File: src/rtl/cfg_pkg.sv
// Shared sizing helpers, defaults and header-region field map for the scan-loaded config store.
// No logic here; consumed by the chain, the top level and the bus interface.
package cfg_pkg;

    localparam int CFG_DATA_W_DEF = 8;
    localparam int CFG_DEPTH_DEF  = 128;

    // Bit offsets of the engine header region inside the flattened active image
    localparam int HDR_STATE_OFF   = 0;
    localparam int HDR_STATE_LEN   = 8;
    localparam int HDR_TRANS_OFF   = 8;
    localparam int HDR_TRANS_LEN   = 16;
    localparam int HDR_CLK_DIV_OFF = 24;
    localparam int HDR_CLK_DIV_LEN = 8;

    typedef struct packed {
        logic valid;
        logic err;
    } cfg_status_t;

    function automatic int clog2(input int value);
        int r;
        r = 0;
        while ((1 << r) < value) begin
            r = r + 1;
        end
        return r;
    endfunction

    function automatic int CFG_TOTAL_BITS(input int depth, input int width);
        return depth * width;
    endfunction

endpackage

File: src/rtl/cfg_scan_memory_if.sv
// Scan, commit, status and read-port bundle of the config store.
// master drives scan/commit/addresses; slave is the memory.
interface cfg_scan_memory_if
    import cfg_pkg::*;
#(
    parameter int DATA_W = CFG_DATA_W_DEF,
    parameter int DEPTH  = CFG_DEPTH_DEF,
    parameter int NUM_RD = 2,
    parameter int ADDR_W = 8
) ();

    localparam int CNT_W = clog2(CFG_TOTAL_BITS(DEPTH, DATA_W) + 1);

    logic                     scan_in;
    logic                     scan_en;
    logic                     scan_out;
    logic                     commit;
    logic [NUM_RD*ADDR_W-1:0] rd_addr;
    logic [NUM_RD*DATA_W-1:0] rd_data;
    logic                     cfg_valid;
    logic                     cfg_err;
    logic [CNT_W-1:0]         bit_count;

    modport master (
        output scan_in, scan_en, commit, rd_addr,
        input  scan_out, rd_data, cfg_valid, cfg_err, bit_count
    );

    modport slave (
        input  scan_in, scan_en, commit, rd_addr,
        output scan_out, rd_data, cfg_valid, cfg_err, bit_count
    );

endinterface

File: src/rtl/cfg_shadow_chain.sv
// Shadow scan chain with saturating bit counter and overflow flag; one bit per scan_en cycle.
// Latency: scan_out is the chain tail register; backpressure: none, every shift is accepted.
module cfg_shadow_chain
    import cfg_pkg::*;
#(
    parameter int DATA_W = CFG_DATA_W_DEF,
    parameter int DEPTH  = CFG_DEPTH_DEF,
    localparam int TOTAL = CFG_TOTAL_BITS(DEPTH, DATA_W),
    localparam int CNT_W = clog2(TOTAL + 1)
) (
    input  logic             clk,
    input  logic             reset,
    input  logic             scan_in,
    input  logic             shift_en,
    input  logic             clear,
    output logic             scan_out,
    output logic [TOTAL-1:0] image,
    output logic             full,
    output logic             ovf,
    output logic [CNT_W-1:0] bit_count
);

    // Word i lives at image[i*DATA_W +: DATA_W]; a word's LSB is fed by the
    // previous word's MSB, so the whole chain is one flat shift register.
    always_ff @(posedge clk) begin
        if (reset) begin
            image     <= '0;
            bit_count <= '0;
            ovf       <= 1'b0;
        end else begin
            if (shift_en) begin
                image <= {image[TOTAL-2:0], scan_in};
                if (full) begin
                    ovf <= 1'b1;
                end else begin
                    bit_count <= bit_count + CNT_W'(1);
                end
            end
            if (clear) begin
                bit_count <= '0;
                ovf       <= 1'b0;
            end
        end
    end

    assign full     = (bit_count == CNT_W'(TOTAL));
    assign scan_out = image[TOTAL-1];

endmodule

File: src/rtl/cfg_scan_memory.sv
// Double-buffered config memory: shadow chain loads serially, commit swaps it into the active copy.
// Latency: reads 1 cycle from active; backpressure: none, commits during a shift are rejected.
module cfg_scan_memory
    import cfg_pkg::*;
#(
    parameter int DATA_W = CFG_DATA_W_DEF,
    parameter int DEPTH  = CFG_DEPTH_DEF,
    parameter int NUM_RD = 2,
    parameter int ADDR_W = 8
) (
    input  logic             clk,
    input  logic             reset,
    cfg_scan_memory_if.slave bus
);

    localparam int TOTAL = CFG_TOTAL_BITS(DEPTH, DATA_W);
    localparam int CNT_W = clog2(TOTAL + 1);
    localparam int IDX_W = (DEPTH > 1) ? clog2(DEPTH) : 1;

    logic [TOTAL-1:0]  shadow_image;
    logic              shadow_full;
    logic              shadow_ovf;
    logic [CNT_W-1:0]  shadow_count;
    logic              commit_eval;
    logic              commit_ok;
    logic [DATA_W-1:0] active_mem [DEPTH];
    cfg_status_t       status_q;

    // A commit coinciding with a shift never reaches the evaluator
    assign commit_eval = bus.commit & ~bus.scan_en;
    assign commit_ok   = commit_eval & shadow_full & ~shadow_ovf;

    cfg_shadow_chain #(
        .DATA_W (DATA_W),
        .DEPTH  (DEPTH)
    ) u_chain (
        .clk       (clk),
        .reset     (reset),
        .scan_in   (bus.scan_in),
        .shift_en  (bus.scan_en),
        .clear     (commit_eval),
        .scan_out  (bus.scan_out),
        .image     (shadow_image),
        .full      (shadow_full),
        .ovf       (shadow_ovf),
        .bit_count (shadow_count)
    );

    always_ff @(posedge clk) begin
        if (reset) begin
            for (int i = 0; i < DEPTH; i++) begin
                active_mem[i] <= '0;
            end
            status_q <= '0;
        end else if (commit_ok) begin
            for (int i = 0; i < DEPTH; i++) begin
                active_mem[i] <= shadow_image[i*DATA_W +: DATA_W];
            end
            status_q <= '{valid: 1'b1, err: 1'b0};
        end else if (bus.commit) begin
            status_q.err <= 1'b1;
        end
    end

    assign bus.cfg_valid = status_q.valid;
    assign bus.cfg_err   = status_q.err;
    assign bus.bit_count = shadow_count;

    // Reads sample active before any same-cycle commit lands
    for (genvar k = 0; k < NUM_RD; k++) begin : g_rd
        logic [ADDR_W-1:0] addr;
        logic [DATA_W-1:0] data_q;

        assign addr = bus.rd_addr[k*ADDR_W +: ADDR_W];

        always_ff @(posedge clk) begin
            if (reset) begin
                data_q <= '0;
            end else if (32'(addr) < DEPTH) begin
                data_q <= active_mem[addr[IDX_W-1:0]];
            end else begin
                data_q <= '0;
            end
        end

        assign bus.rd_data[k*DATA_W +: DATA_W] = data_q;
    end

endmodule

File: src/flat_wrapper.sv
// flat-port wrapper written by rule: the top's interface ports become plain ports
module cfg_scan_memory_flat import cfg_pkg::*;
#(
    parameter int DATA_W = CFG_DATA_W_DEF,
    parameter int DEPTH  = CFG_DEPTH_DEF,
    parameter int NUM_RD = 2,
    parameter int ADDR_W = 8
)
  (clk, reset, bus_scan_in, bus_scan_en, bus_commit, bus_rd_addr, bus_scan_out, bus_rd_data, bus_cfg_valid, bus_cfg_err, bus_bit_count);
  cfg_scan_memory_if #(.DATA_W(DATA_W), .DEPTH(DEPTH), .NUM_RD(NUM_RD), .ADDR_W(ADDR_W)) bus_i ();
  input  logic clk;
  input  logic reset;
  input wire logic [$bits(bus_i.scan_in)-1:0] bus_scan_in;
  input wire logic [$bits(bus_i.scan_en)-1:0] bus_scan_en;
  input wire logic [$bits(bus_i.commit)-1:0] bus_commit;
  input wire logic [$bits(bus_i.rd_addr)-1:0] bus_rd_addr;
  output wire logic [$bits(bus_i.scan_out)-1:0] bus_scan_out;
  output wire logic [$bits(bus_i.rd_data)-1:0] bus_rd_data;
  output wire logic [$bits(bus_i.cfg_valid)-1:0] bus_cfg_valid;
  output wire logic [$bits(bus_i.cfg_err)-1:0] bus_cfg_err;
  output wire logic [$bits(bus_i.bit_count)-1:0] bus_bit_count;
  assign bus_i.scan_in = bus_scan_in;
  assign bus_i.scan_en = bus_scan_en;
  assign bus_i.commit = bus_commit;
  assign bus_i.rd_addr = bus_rd_addr;
  assign bus_scan_out = bus_i.scan_out;
  assign bus_rd_data = bus_i.rd_data;
  assign bus_cfg_valid = bus_i.cfg_valid;
  assign bus_cfg_err = bus_i.cfg_err;
  assign bus_bit_count = bus_i.bit_count;
  cfg_scan_memory #(.DATA_W(DATA_W), .DEPTH(DEPTH), .NUM_RD(NUM_RD), .ADDR_W(ADDR_W)) u_core (.clk(clk), .reset(reset), .bus(bus_i));
endmodule
File: config.mk
export PLATFORM = sky130hd
export DESIGN_NAME = cfg_scan_memory_flat
export DESIGN_NICKNAME = d
export VERILOG_FILES = /design/src/rtl/cfg_pkg.sv /design/src/rtl/cfg_scan_memory_if.sv /design/src/rtl/cfg_shadow_chain.sv /design/src/rtl/cfg_scan_memory.sv /design/src/flat_wrapper.sv
export SDC_FILE = /design/constraint.sdc
export NUM_CORES = 2
export LEC_CHECK = 0
export ABC_CLOCK_PERIOD_IN_PS = 19800
export CORE_ASPECT_RATIO = 0.7
export CORE_MARGIN = 2
export CORE_UTILIZATION = 40
export CTS_CLUSTER_SIZE = 28
export DETAILED_ROUTE_END_ITERATION = 7
export GPL_ROUTABILITY_DRIVEN = 1
export GPL_TIMING_DRIVEN = 0
export SYNTH_ARGS = -nofsm -noshare
export SYNTH_HDL_FRONTEND = slang
export SYNTH_SLANG_ARGS = --single-unit
File: constraint.sdc
create_clock -name clk -period 19.8 [get_ports clk]
set_input_delay 1.98 -clock clk [delete_from_list [all_inputs] [get_ports clk]]
set_output_delay 1.98 -clock clk [all_outputs]
set_load 0.01 [all_outputs]
==> metrics list <==
- The run finished, with violations left.
* Failing checks: capacitance limit, slew limit
- Buffers placed on the I/O ports in this run total 44.
- Pin placement for this block handled 51 I/O pins.
* Fill count: 20,900
* Crit path from: bus_rd_addr[11]
- Violation count after the first detailed-routing iteration: 7,987
- For this run the aggregate overflow at the end of global routing stands at 0.
- The worst pin sits at a relative slew slack of -1.28%.
* Sequential cell area fraction in the yosys report: 56.7%
* Met3 Routed Length: 31.8 mm
- Leakage power summed over all cells: 41.5 nW
- On the final layout, the worst clock skew is 64.2 ps.
- Setup slack closes at 13,820 ps.
- Post-Route Utilization: 45.5%
* Area inside the core boundary: 227,000 um2
- DRC violations left: 0
* Post-layout min period: 5980 ps
* Floorplan row count: 146
* Fraction of layout cells with a size suffix above 1: 9.07%
- Element type at the critical path start: primary input
* Worst R2R Start: u_core.active_mem[22][4]
- Ratio of routed vias to standard cells: 5.65
* Number of sinks on the clock net: 2,078
- Antenna violation net count after detailed routing: 0
- The routed layout has 62,500 vias.
- In this run the post-CTS setup repair buffer count came out at 0.
- Max Freq: 167 MHz
* Hold depth: 2
* Largest voltage drop on the vdd net: 0.0657 mV
* Data arrival at the endpoint of the critical path: 6600 ps
* Critical Path End: u_core.g_rd[1].data_q[4]
* H-tree depth: 4
- The min-delay analysis places its worst path in the category flip-flop to flip-flop.
- The Yosys step of the flow raised 0 warnings.
- Final count of negative-setup-slack endpoints: 0
- Routed Wire Length: 306 mm
- Die area: 233,000 um2
- Synthesis-to-finish area growth: 12.7%
- Transition time at the pin with the least slew margin: 1520 ps
- A synthesized cell averages 12.1 um2.
- CP Capture Type: flip-flop
- In this run, synthesis inferred 1,024 flip-flops with an integrated enable.
- Vias in the first global route: 58,800
- Timing analysis after detailed placement gives a worst setup slack of 12,940 ps.
- HPWL Detailed: 232 mm
- Synthesis produced a netlist with a net count of 7,606.
* Placed Area: 96,300 um2
- Setup slack on the worst reg-to-reg path comes out at 15,950 ps.
- After clock tree synthesis, the flow added hold-fix buffers numbering 0.
- Instance count of the mapped netlist: 7,583
- Worst-path maximum fanout: 10
- Per-cell routed wire length: 27.6 um
* Buffer levels on the longest clock path: 4
- Depth of the worst register-to-register path: 5
- Die Width: 576 um
- Gates resized during post-CTS repair numbered 0.
- The number of hold violations in the final report was 0.
- Wire segments on met2 add up to 119 mm in the final route.
- With fillers left out, the area of the finished cells amounts to 103,000 um2.
* Worst r2r dst: u_core.g_rd[1].data_q[4]
- Number of violations of the max-capacitance limit: 1
- Clock-pin slew was measured on the worst setup and hold paths at 60 ps.
- Setup repair after global routing left no endpoint under its margin.
- Worst hold-check slack: 470 ps
- Skew-Pair Late Insertion Delay: 880 ps
- Clock tree synthesis inserted a total of 208 buffers.
* Number of library cell types mapped by synthesis: 42
- Proportion of synthesized flip-flops having asynchronous set or reset: 0%
- After synthesis the netlist holds a flip-flop and latch count of 2,078.
* TritonCTS clock tree: yes
- The number of antenna violations at the first check in global routing was 19.
* Top sig layer: met5
- Pin count of the biggest net entering global routing: 71
- Dividing total power by cell area gives a power density of 90.7 nW/um2.
* Clock tree root driver cell: sky130_fd_sc_hd__clkbuf_16
- Routability congestion estimate from global placement: 0.982
- The initial utilization of the core area, before any placement, comes to 40.3%.
- The number of max-slew violations in the final report is 11.
- For this block, wires on met1 add up to 146 mm.
- For this run, the leading register cell type out of synthesis is sky130_fd_sc_hd__dfxtp_1.
- For this run, the total global-route usage over all layers was measured as 25.7%.
- Required time at the endpoint of the critical path: 20,420 ps
- Dividing the final minimum period by the clock period gives 30.2%.
* Crit Path Category: primary input to flip-flop
- Initial DRT Pass Iterations: 6
* Die H: 404 um
* Net count, final: 7,880
- After synthesis the cells add up to 91,500 um2.
* First-pass GRT wire length: 429 mm
==> final cells by class <==
| class | count | area [um2] | share of cell area (%) |
|---|---|---|---|
| Antenna cell | 11 | 27.5 | 0.0267 |
| Tap cell | 3034 | 3800 | 3.68 |
| Timing Repair Buffer | 64 | 938 | 0.910 |
| Inverter | 5 | 18.8 | 0.0182 |
| Buffer | 571 | 2530 | 2.45 |
| Sequential cell | 2078 | 51800 | 50.3 |
| Multi-Input combinational cell | 4929 | 37200 | 36.0 |
| Clock buffer | 308 | 6200 | 6.01 |
| Clock inverter | 72 | 654 | 0.634 |
==> synth_stat cells (16+ instances only) <==
cell type / number / area [um2]
sky130_fd_sc_hd__a211oi_1: 42 / 315
sky130_fd_sc_hd__a21oi_1: 79 / 395
sky130_fd_sc_hd__a22oi_1: 368 / 2760
sky130_fd_sc_hd__and2_1: 535 / 3350
sky130_fd_sc_hd__buf_1: 50 / 188
sky130_fd_sc_hd__buf_2: 166 / 831
sky130_fd_sc_hd__buf_4: 16 / 120
sky130_fd_sc_hd__clkbuf_1: 282 / 1060
sky130_fd_sc_hd__clkbuf_2: 50 / 250
sky130_fd_sc_hd__dfxtp_1: 1054 / 21100
sky130_fd_sc_hd__edfxtp_1: 1024 / 30700
sky130_fd_sc_hd__mux2i_1: 1808 / 18100
sky130_fd_sc_hd__mux4_2: 128 / 2880
sky130_fd_sc_hd__nand2_1: 94 / 353
sky130_fd_sc_hd__nand3_1: 175 / 876
sky130_fd_sc_hd__nand4_1: 44 / 275
sky130_fd_sc_hd__nor2_1: 1066 / 4000
sky130_fd_sc_hd__nor2b_1: 525 / 3280
==> critical path: stages <==
cell and delay (ps):
sky130_fd_sc_hd__clkdlybuf4s50_1 670, sky130_fd_sc_hd__clkbuf_1 650, sky130_fd_sc_hd__nor2b_1 410, sky130_fd_sc_hd__clkbuf_1 780, sky130_fd_sc_hd__a22oi_1 210, sky130_fd_sc_hd__nand2_1 160, sky130_fd_sc_hd__o22ai_1 160, sky130_fd_sc_hd__nor4_1 1100
sky130_fd_sc_hd__nand3_1 460
==> power by group <==
group,leakage (nW),internal (mW),total [mW],switching [mW]
sequential,19.2,4.57,4.63,0.0582
combinational,19.0,0.224,0.714,0.490
clock,3.39,2.29,4.01,1.72
total,41.5,7.08,9.35,2.27
==> worst min path at each step <==
stage	startpoint	to	slack [ps]
2_1_floorplan	u_core.u_chain.image[496]	u_core.u_chain.image[496]	470
3_3_place_gp	u_core.bus.cfg_err	u_core.bus.cfg_err	460
3_5_place_dp	u_core.bus.cfg_err	u_core.bus.cfg_err	460
4_1_cts	u_core.bus.cfg_err	u_core.bus.cfg_err	480
5_1_grt	u_core.bus.cfg_valid	u_core.bus.cfg_valid	500
6_report	u_core.bus.cfg_err	u_core.bus.cfg_err	470
==> per-stage QoR <==
stage	cells	TNS [ps]	total power [mW]
floorplan	7583	0	5.16
global placement	10700	-3668430	5.47
detailed placement	10700	0	5.41
CTS	11100	0	9.39
global route	11100	0	9.60
finish	11100	0	9.35
==> registers in the layout (all words and copies together) (netlist names) <==
name                      cells
u_core.bus.cfg_err            1
u_core.u_chain.image       1024
u_core.u_chain.ovf            1
u_core.g_rd.data_q           16
u_core.active_mem          1024
u_core.bus.cfg_valid          1
u_core.u_chain.bit_count     11
==> layer usage <==
metal	global-route usage (%)	up-vias
li1	-	27700
met1	39.9	31600
met2	34.3	2747
met3	7.05	431
met4	7.05	8
met5	0	-
==> cell usage in the layout, fill, tap and decap left out, drive strengths merged, types with 11 or more instances in the layout <==
master,n
nor2,1066
and2,536
edfxtp,1024
clkdlybuf4s50,44
dfxtp,1054
inv,12
buf,259
nor2b,525
a22oi,368
nand4,44
mux4,128
nand2,94
nor4,11
diode,11
clkbuf,640
a21oi,79
nand3,176
a211oi,42
clkinv,51
mux2i,1808
==> kinds of logic (layout without fill, tap and decap cells) <==
family	Yosys count	in the layout	synth area share, %
xor gates and xnor gates	10	10	0.0957
muxes	1936	1936	22.9
adders and majority gates	2	2	0.0273
AOI/OAI and AO/OA	500	500	3.88
buffers and inverters	576	1020	2.78
other	0	11	0
DFF	2078	2078	56.7
and+or+nand+nor	2481	2481	13.6
(Power assumes the default switching activity.)
